**config.mk**
```make
export PLATFORM = sky130hd
export DESIGN_NAME = bram_pipe_clr
export DESIGN_NICKNAME = d
export VERILOG_FILES = /design/src/rtl/bram_pkg.sv /design/src/rtl/bram_rd_pipe.sv /design/src/rtl/bram_pipe_clr.sv
export SDC_FILE = /design/constraint.sdc
export NUM_CORES = 2
export LEC_CHECK = 0
export CAP_MARGIN = 20
export CORE_MARGIN = 2
export CORE_UTILIZATION = 35
export DETAILED_ROUTE_END_ITERATION = 6
export PLACE_DENSITY_LB_ADDON = 0.08
export SYNTH_ARGS = -nofsm -noshare
export SYNTH_HDL_FRONTEND = slang
export SYNTH_SLANG_ARGS = --single-unit
```
**constraint.sdc**
```tcl
create_clock -name clk -period 9.89 [get_ports clk]
set_input_delay 0.989 -clock clk [delete_from_list [all_inputs] [get_ports clk]]
set_output_delay 0.989 -clock clk [all_outputs]
set_load 0.01 [all_outputs]
```
**src/rtl/bram_pkg.sv**
```systemverilog
// bram_pkg: shared constants, FSM encoding and lane-mask helper
// for the bram_pipe_clr block RAM family.
package bram_pkg;

  localparam int RDW_READ_FIRST  = 0;
  localparam int RDW_WRITE_FIRST = 1;

  localparam int MAX_DW    = 256;
  localparam int MAX_LANES = 32;

  typedef enum logic [0:0] {
    IDLE  = 1'b0,
    CLEAR = 1'b1
  } state_e;

  // Expands one enable bit per lane into a per-bit mask; callers
  // truncate the result to their own data width.
  function automatic logic [MAX_DW-1:0] lane_mask(
    input logic [MAX_LANES-1:0] wbe,
    input int                   lw
  );
    logic [MAX_DW-1:0] m;
    int                lane;
    m = '0;
    for (int b = 0; b < MAX_DW; b++) begin
      lane = (lw > 0) ? (b / lw) : MAX_LANES;
      if (lane < MAX_LANES)
        m[b] = wbe[lane[4:0]];
    end
    return m;
  endfunction

endpackage

```
**src/rtl/bram_rd_pipe.sv**
```systemverilog
// bram_rd_pipe: data+valid delay line of DEPTH stages, reset to zero.
// DEPTH of zero is a straight wire.
module bram_rd_pipe
  import bram_pkg::*;
#(
  parameter int DW    = 16,
  parameter int DEPTH = 1
) (
  input  logic          clk,
  input  logic          rst,
  input  logic [DW-1:0] in_data,
  input  logic          in_valid,
  output logic [DW-1:0] out_data,
  output logic          out_valid
);

  if (DEPTH == 0) begin : g_thru

    logic unused_clk_rst;
    assign unused_clk_rst = clk ^ rst;
    assign out_data  = in_data;
    assign out_valid = in_valid;

  end else begin : g_pipe

    logic [DW-1:0]    data_q [DEPTH];
    logic [DW-1:0]    data_d [DEPTH];
    logic [DEPTH-1:0] vld_q;
    logic [DEPTH-1:0] vld_d;

    always_comb begin
      data_d[0] = in_data;
      vld_d     = '0;
      vld_d[0]  = in_valid;
      for (int i = 1; i < DEPTH; i++) begin
        data_d[i] = data_q[i-1];
        vld_d[i]  = vld_q[i-1];
      end
    end

    always_ff @(posedge clk) begin
      if (rst) begin
        for (int i = 0; i < DEPTH; i++)
          data_q[i] <= '0;
        vld_q <= '0;
      end else begin
        data_q <= data_d;
        vld_q  <= vld_d;
      end
    end

    assign out_data  = data_q[DEPTH-1];
    assign out_valid = vld_q[DEPTH-1];

  end

endmodule

```
**src/rtl/bram_pipe_clr.sv**
```systemverilog
// bram_pipe_clr: simple dual-port block RAM with lane write enables,
// 1/2-cycle read latency, read-during-write policy and clear sweep.
module bram_pipe_clr
  import bram_pkg::*;
#(
  parameter int N_ADDR       = 256,
  parameter int DATA_WIDTH   = 16,
  parameter int N_LANES      = 2,
  parameter int RD_LATENCY   = 1,
  parameter int RDW_FWD      = RDW_READ_FIRST,
  parameter int CLEAR_ON_RST = 1,
  localparam int AW = (N_ADDR > 1) ? $clog2(N_ADDR) : 1
) (
  input  logic                  clk,
  input  logic                  rst,
  input  logic                  wen,
  input  logic [N_LANES-1:0]    wbe,
  input  logic [AW-1:0]         wadd,
  input  logic [DATA_WIDTH-1:0] win,
  input  logic                  ren,
  input  logic [AW-1:0]         radd,
  output logic [DATA_WIDTH-1:0] wout,
  output logic                  wout_valid,
  output logic                  busy
);

  localparam int              LW    = DATA_WIDTH / N_LANES;
  localparam logic [AW:0]     DEPTH = (AW+1)'(N_ADDR);
  localparam logic [AW-1:0]   LAST  = AW'(N_ADDR - 1);
  localparam state_e          RST_ST =
    (CLEAR_ON_RST != 0) ? CLEAR : IDLE;

  logic [DATA_WIDTH-1:0] mem [N_ADDR];

  state_e                state_q, state_d;
  logic [AW-1:0]         cnt_q, cnt_d;

  logic                  idle;
  logic                  wr_ok, rd_ok;
  logic                  wr_fire, rd_fire;
  logic                  collide;
  logic [DATA_WIDTH-1:0] wmask;

  logic                  mem_we;
  logic [AW-1:0]         mem_wa;
  logic [DATA_WIDTH-1:0] mem_wd;
  logic [N_LANES-1:0]    mem_be;

  logic [DATA_WIDTH-1:0] ram_q;
  logic                  rd_vld_q, rd_vld_d;
  logic                  rd_oor_q, rd_oor_d;
  logic                  fwd_q, fwd_d;
  logic [DATA_WIDTH-1:0] fwd_data_q, fwd_data_d;
  logic [DATA_WIDTH-1:0] fwd_mask_q, fwd_mask_d;
  logic [DATA_WIDTH-1:0] s1_data;

  assign wmask = DATA_WIDTH'(lane_mask(MAX_LANES'(wbe), LW));

  always_comb begin
    idle    = (state_q == IDLE);
    wr_ok   = ({1'b0, wadd} < DEPTH);
    rd_ok   = ({1'b0, radd} < DEPTH);
    wr_fire = idle && wen && wr_ok && !rst;
    rd_fire = idle && ren && !rst;
    collide = wr_fire && rd_fire && (wadd == radd)
              && (RDW_FWD == RDW_WRITE_FIRST);
  end

  always_comb begin
    state_d = state_q;
    cnt_d   = cnt_q;
    if (state_q == CLEAR) begin
      cnt_d = cnt_q + AW'(1);
      if (cnt_q == LAST) begin
        state_d = IDLE;
        cnt_d   = '0;
      end
    end
  end

  always_ff @(posedge clk) begin
    if (rst) begin
      state_q <= RST_ST;
      cnt_q   <= '0;
    end else begin
      state_q <= state_d;
      cnt_q   <= cnt_d;
    end
  end

  // The sweep owns the write port; user writes only reach it when idle.
  always_comb begin
    mem_we = 1'b0;
    mem_wa = wadd;
    mem_wd = win;
    mem_be = wbe;
    if (!rst && state_q == CLEAR) begin
      mem_we = 1'b1;
      mem_wa = cnt_q;
      mem_wd = '0;
      mem_be = '1;
    end else if (wr_fire) begin
      mem_we = 1'b1;
    end
  end

  always_ff @(posedge clk) begin
    if (mem_we) begin
      for (int k = 0; k < N_LANES; k++)
        if (mem_be[k])
          mem[mem_wa][k*LW +: LW] <= mem_wd[k*LW +: LW];
    end
  end

  always_ff @(posedge clk) begin
    if (rst)
      ram_q <= '0;
    else if (rd_fire && rd_ok)
      ram_q <= mem[radd];
  end

  // Qualifiers only move on an accepted read so the output holds.
  always_comb begin
    rd_vld_d   = rd_fire;
    rd_oor_d   = rd_oor_q;
    fwd_d      = fwd_q;
    fwd_data_d = fwd_data_q;
    fwd_mask_d = fwd_mask_q;
    if (rd_fire) begin
      rd_oor_d   = !rd_ok;
      fwd_d      = collide;
      fwd_data_d = win;
      fwd_mask_d = wmask;
    end
  end

  always_ff @(posedge clk) begin
    if (rst) begin
      rd_vld_q   <= 1'b0;
      rd_oor_q   <= 1'b0;
      fwd_q      <= 1'b0;
      fwd_data_q <= '0;
      fwd_mask_q <= '0;
    end else begin
      rd_vld_q   <= rd_vld_d;
      rd_oor_q   <= rd_oor_d;
      fwd_q      <= fwd_d;
      fwd_data_q <= fwd_data_d;
      fwd_mask_q <= fwd_mask_d;
    end
  end

  always_comb begin
    s1_data = ram_q;
    if (rd_oor_q)
      s1_data = '0;
    else if (fwd_q)
      s1_data = (fwd_data_q & fwd_mask_q) | (ram_q & ~fwd_mask_q);
  end

  bram_rd_pipe #(
    .DW    (DATA_WIDTH),
    .DEPTH (RD_LATENCY - 1)
  ) u_rd_pipe (
    .clk       (clk),
    .rst       (rst),
    .in_data   (s1_data),
    .in_valid  (rd_vld_q),
    .out_data  (wout),
    .out_valid (wout_valid)
  );

  assign busy = (state_q == CLEAR);

endmodule

```
==> reports/metrics.sh <==
STATUS='finished, final reports clean'
TIMING.REG2REG.WORST_PATH_DEPTH=5
DRIVE_ABOVE_1_SHARE_PCT=20.8
FLOORPLAN.INITIALDENSITY_PCT=35.2
YOSYSWARNINGCOUNT=0
CTS_MADE_BUFFERS=446
SYNTHESIS.INSTANCES=7912
CTS_RESIZED=0
TRITONCTS='done'
CTSHOLDBUFFERS=0
MIN_PERIOD_PS=5010
FINALNETCOUNT=8207
VIOLATION_COUNT_AFTER_THE_FIRST_DETAILED_ROUTING_ITERATION=9325
FINISH.INSTANCE_AREA_UM2=183000
SYNTHDISTINCTLIBCELLS=68
CRITPATHMAXFANOUT=16
DIE_AREA_UM2=464000
REQUIRED_TIME_AT_THE_ENDPOINT_OF_THE_CRITICAL_PATH_PS=10520
HOLD_CLASS='reg -> reg'
CTS.SINKS=4122
GRT_UTIL_MET1_PCT=31.5
ANTENNA_FOUND_INITIAL=44
STD_CELL_ROWS=248
PWR_DENS_nW_PER_UM2=209
CORE_AREA_UM2=456000
DIEWIDTH_UM=681
LEAKAGEPOWER_nW=57.6
GRT_MAX_DEGREE=155
CRIT_PATH_START_KIND='input pin'
SYNTH.CELLS.MOST_FREQUENT='4096 x edfxtp_1, 781 x mux4_2, 609 x nor2_1'
WORST_PIN_SLEW_PS=1210
SYNTH_FLOP_CELL='edfxtp_1'
UNREPAIRED_SETUP_ENDPOINTS_AFTER_GLOBAL_ROUTING='false'
R2R-END='mem[120][0]'
CRITPATHCAPTURE='mem[120][0]'
SYNTH_EDF_COUNT=4096
GRT_PASS1_WL_UM=732000
SLEW_HEADROOM_PCT=18.2
SYN_TO_FINAL_GROWTH_PCT=14.3
DIE_HEIGHT_UM=681
CRIT_CHAIN='clkdlybuf4s50_1 -> nor2b_1 -> nand3_1 -> nand2_2 -> nand3_1 -> nor2_1'
TIMING.CRITICAL_PATH.TO_TYPE='flop'
DPL_WORST_SLACK_PS=3850
MAX-CAP-VIOLATIONS=0
DETAILED_PLACE.AREA_UM2=169000
CLOCK_LATENCY_OF_THE_LATER_CLOCKED_REGISTER_IN_THE_WORST_SKEW_PAIR_PS=1010
DR.PASS1.ITERS=6
VIAS_PER_CELL=5.59
TIMING.CRITICAL_PATH.MODE_CELL='nand3_1'
POST_DP_HPWL_UM=324000
GRT_PASS1_VIAS=83200
YOSYS.CELL_COUNT.TOP_TYPE='edfxtp_1'
GLOBALROUTETOTALUTIL_PCT=22.9
ROUTE.VIAS.TOTAL=82100
FLOORPLAN.IO_PINS=56
DRC=0
WORST_R2R_STARTPOINT='busy'
SYNTH_TOP_AREA_SHARE_PCT=76.7
CP_SLOWEST_STAGE_DELAY_PS=960
FINAL.SETUP_SKEW_PS=42.3
SYN_AVG_CELL_AREA_UM2=20.3
SETUP_VIOL=0
WIRE_PER_INST_UM=36.6
WORST_EP_ARRIVAL_PS=5640
NETLIST_TOP_CELLS_AREA='edfxtp_1 77%, mux4_2 11%, mux2i_1 3.8%'
MAX-CLOCK-PATH-BUFFERS=4
MAX_FREQ_MHz=200
REG2REG_SETUP_SLACK_PS=4980
USE_MET3_PCT=3.17
MAPPEDNETLISTNETS=7951
TIMING_WORST_SETUP_PATH_TYPE='in -> reg'
TIMING_HOLD_VIOLATIONS_FINAL=0
FINALCRITPERIODSHARE_PCT=50.7
SYNTHARSTFLOPSHARE_PCT=0
ANTENNA_VIOLATION_NET_COUNT_AFTER_DETAILED_ROUTING=0
USE_MET2_PCT=38.2
FINALHOLDWORSTSLACK_PS=469
YOSYS.AREA.TOP_TYPE='edfxtp_1'
GLOBAL_ROUTE.OVERFLOW_TOTAL=0
GPL.FINAL_WEIGHTED_CONGESTION=0.806
FINALSETUPTNS_PS=0
PLACE.PORT_BUFFERS=55
CLK_PIN_SLEW_PS=60
H-TREE-DEPTH=5
CLOCKROOTBUFFER='clkbuf_16'
CPMAXSTAGEDELAYCELL='nand3_1'
POWER.IR.VDD_WORST_uV=164
TIMING.FINAL.WS_SETUP_PS=4880
SYN-CELL-AREA_UM2=160000
SYNTH_SEQ_AREA_SHARE_PCT=77.0
DRT-TOTAL-WL_UM=538000
STARTPOINT='rst'
GLOBAL_ROUTE.PEAK_USAGE_LAYER='met2'
CTS_POST_SETUP_BUFFERS_INSERTED=0
TIMING.FINAL.MAX_SLEW_VIOLATIONS=0
SYNTH_SEQ_CELLS=4122
flip-flops by register name, indices dropped and copies added (netlist names):
register,count
busy,1
ram_q,16
mem,4096
cnt_q,8
rd_vld_q,1
how the worst min path moves through the flow:
stage                        start  endpoint  slack (ps)  cells past startpoint
after global placement    ram_q[0]  ram_q[0]         450                      1
after detailed placement  ram_q[0]  ram_q[0]         450                      1
after CTS                 ram_q[0]  ram_q[0]         470                      1
final                     ram_q[0]  ram_q[0]         470                      1
after floorplan           cnt_q[6]  cnt_q[6]         490                      2
after global routing      ram_q[0]  ram_q[0]         490                      1
layer usage:
metal	routed length, um	part of all wire (%)
met4	15700	2.9
met5	27	0.0050
met3	30900	5.7
met2	263000	49
met1	228000	42
through the flow:
step                      total power [mW]  util [%]  std cells
after CTS                             38.6      40.2      14700
final                                 38.3      40.2      14700
after floorplan                       20.7         -       7912
after detailed placement              21.7      36.9      13800
after global placement                21.7      36.9      13800
after global routing                  39.3      40.2      14700
report_power, final:
group / internal [mW] / total, mW / switching [mW]
sequential: 19.2 / 19.2 / 0.00711
combinational: 0.576 / 2.04 / 1.47
clock: 9.90 / 17.0 / 7.08
layout make-up:
class                      instances  area, um^2
timing repair buffer             288        2680
multi-input combinational       3303       34700
fill                           40400      273000
inverter                           7        46.3
sequential                      4122      124000
clock inverter                   302        3070
clock buffer                     529       11700
tap                             6125        7660
antenna                            8        20.0
placed cells by master, fill, tap and decap left out, drive strengths merged, types with 14 or more instances in the layout:
master         synthesis  layout
clkinvlp               0      32
buf                  264     240
inv                    5      25
a22oi                 70      70
bufinv                 0      57
a211oi                22      22
dfxtp                 26      26
nor2                 610     610
and3                  17      17
clkbuf               216     529
nand3                 82      82
nor2b                 14      14
edfxtp              4096    4096
a21oi                164     164
clkinv                 2     195
mux4                 781     781
mux2i                608     608
clkdlybuf4s50          0      48
o21ai                 87      87
o31ai                 16      16
nand2                161     161
o22ai                154     154
nor3                  53      53
o221ai               215     215
and2                  41      41
nand3b                14      14
a31oi                 38      38
cell families after synthesis:
family | after synthesis | synth area share [%]
buffers and inverters | 487 | 1.70
muxes | 1394 | 14.8
and+or+nand+nor | 1039 | 2.76
adders and majority gates | 1 | 0.00780
xor gates and xnor gates | 3 | 0.0164
DFF | 4122 | 77.0
AOI/OAI and AO/OA | 866 | 3.75
worst max-delay path, delay by kind of cell:
kind	cells	cell delay, ps
buffers and inverters	1	700
and+or+nand+nor	5	3920
No activity file was read; power rests on OpenSTA's default activity.
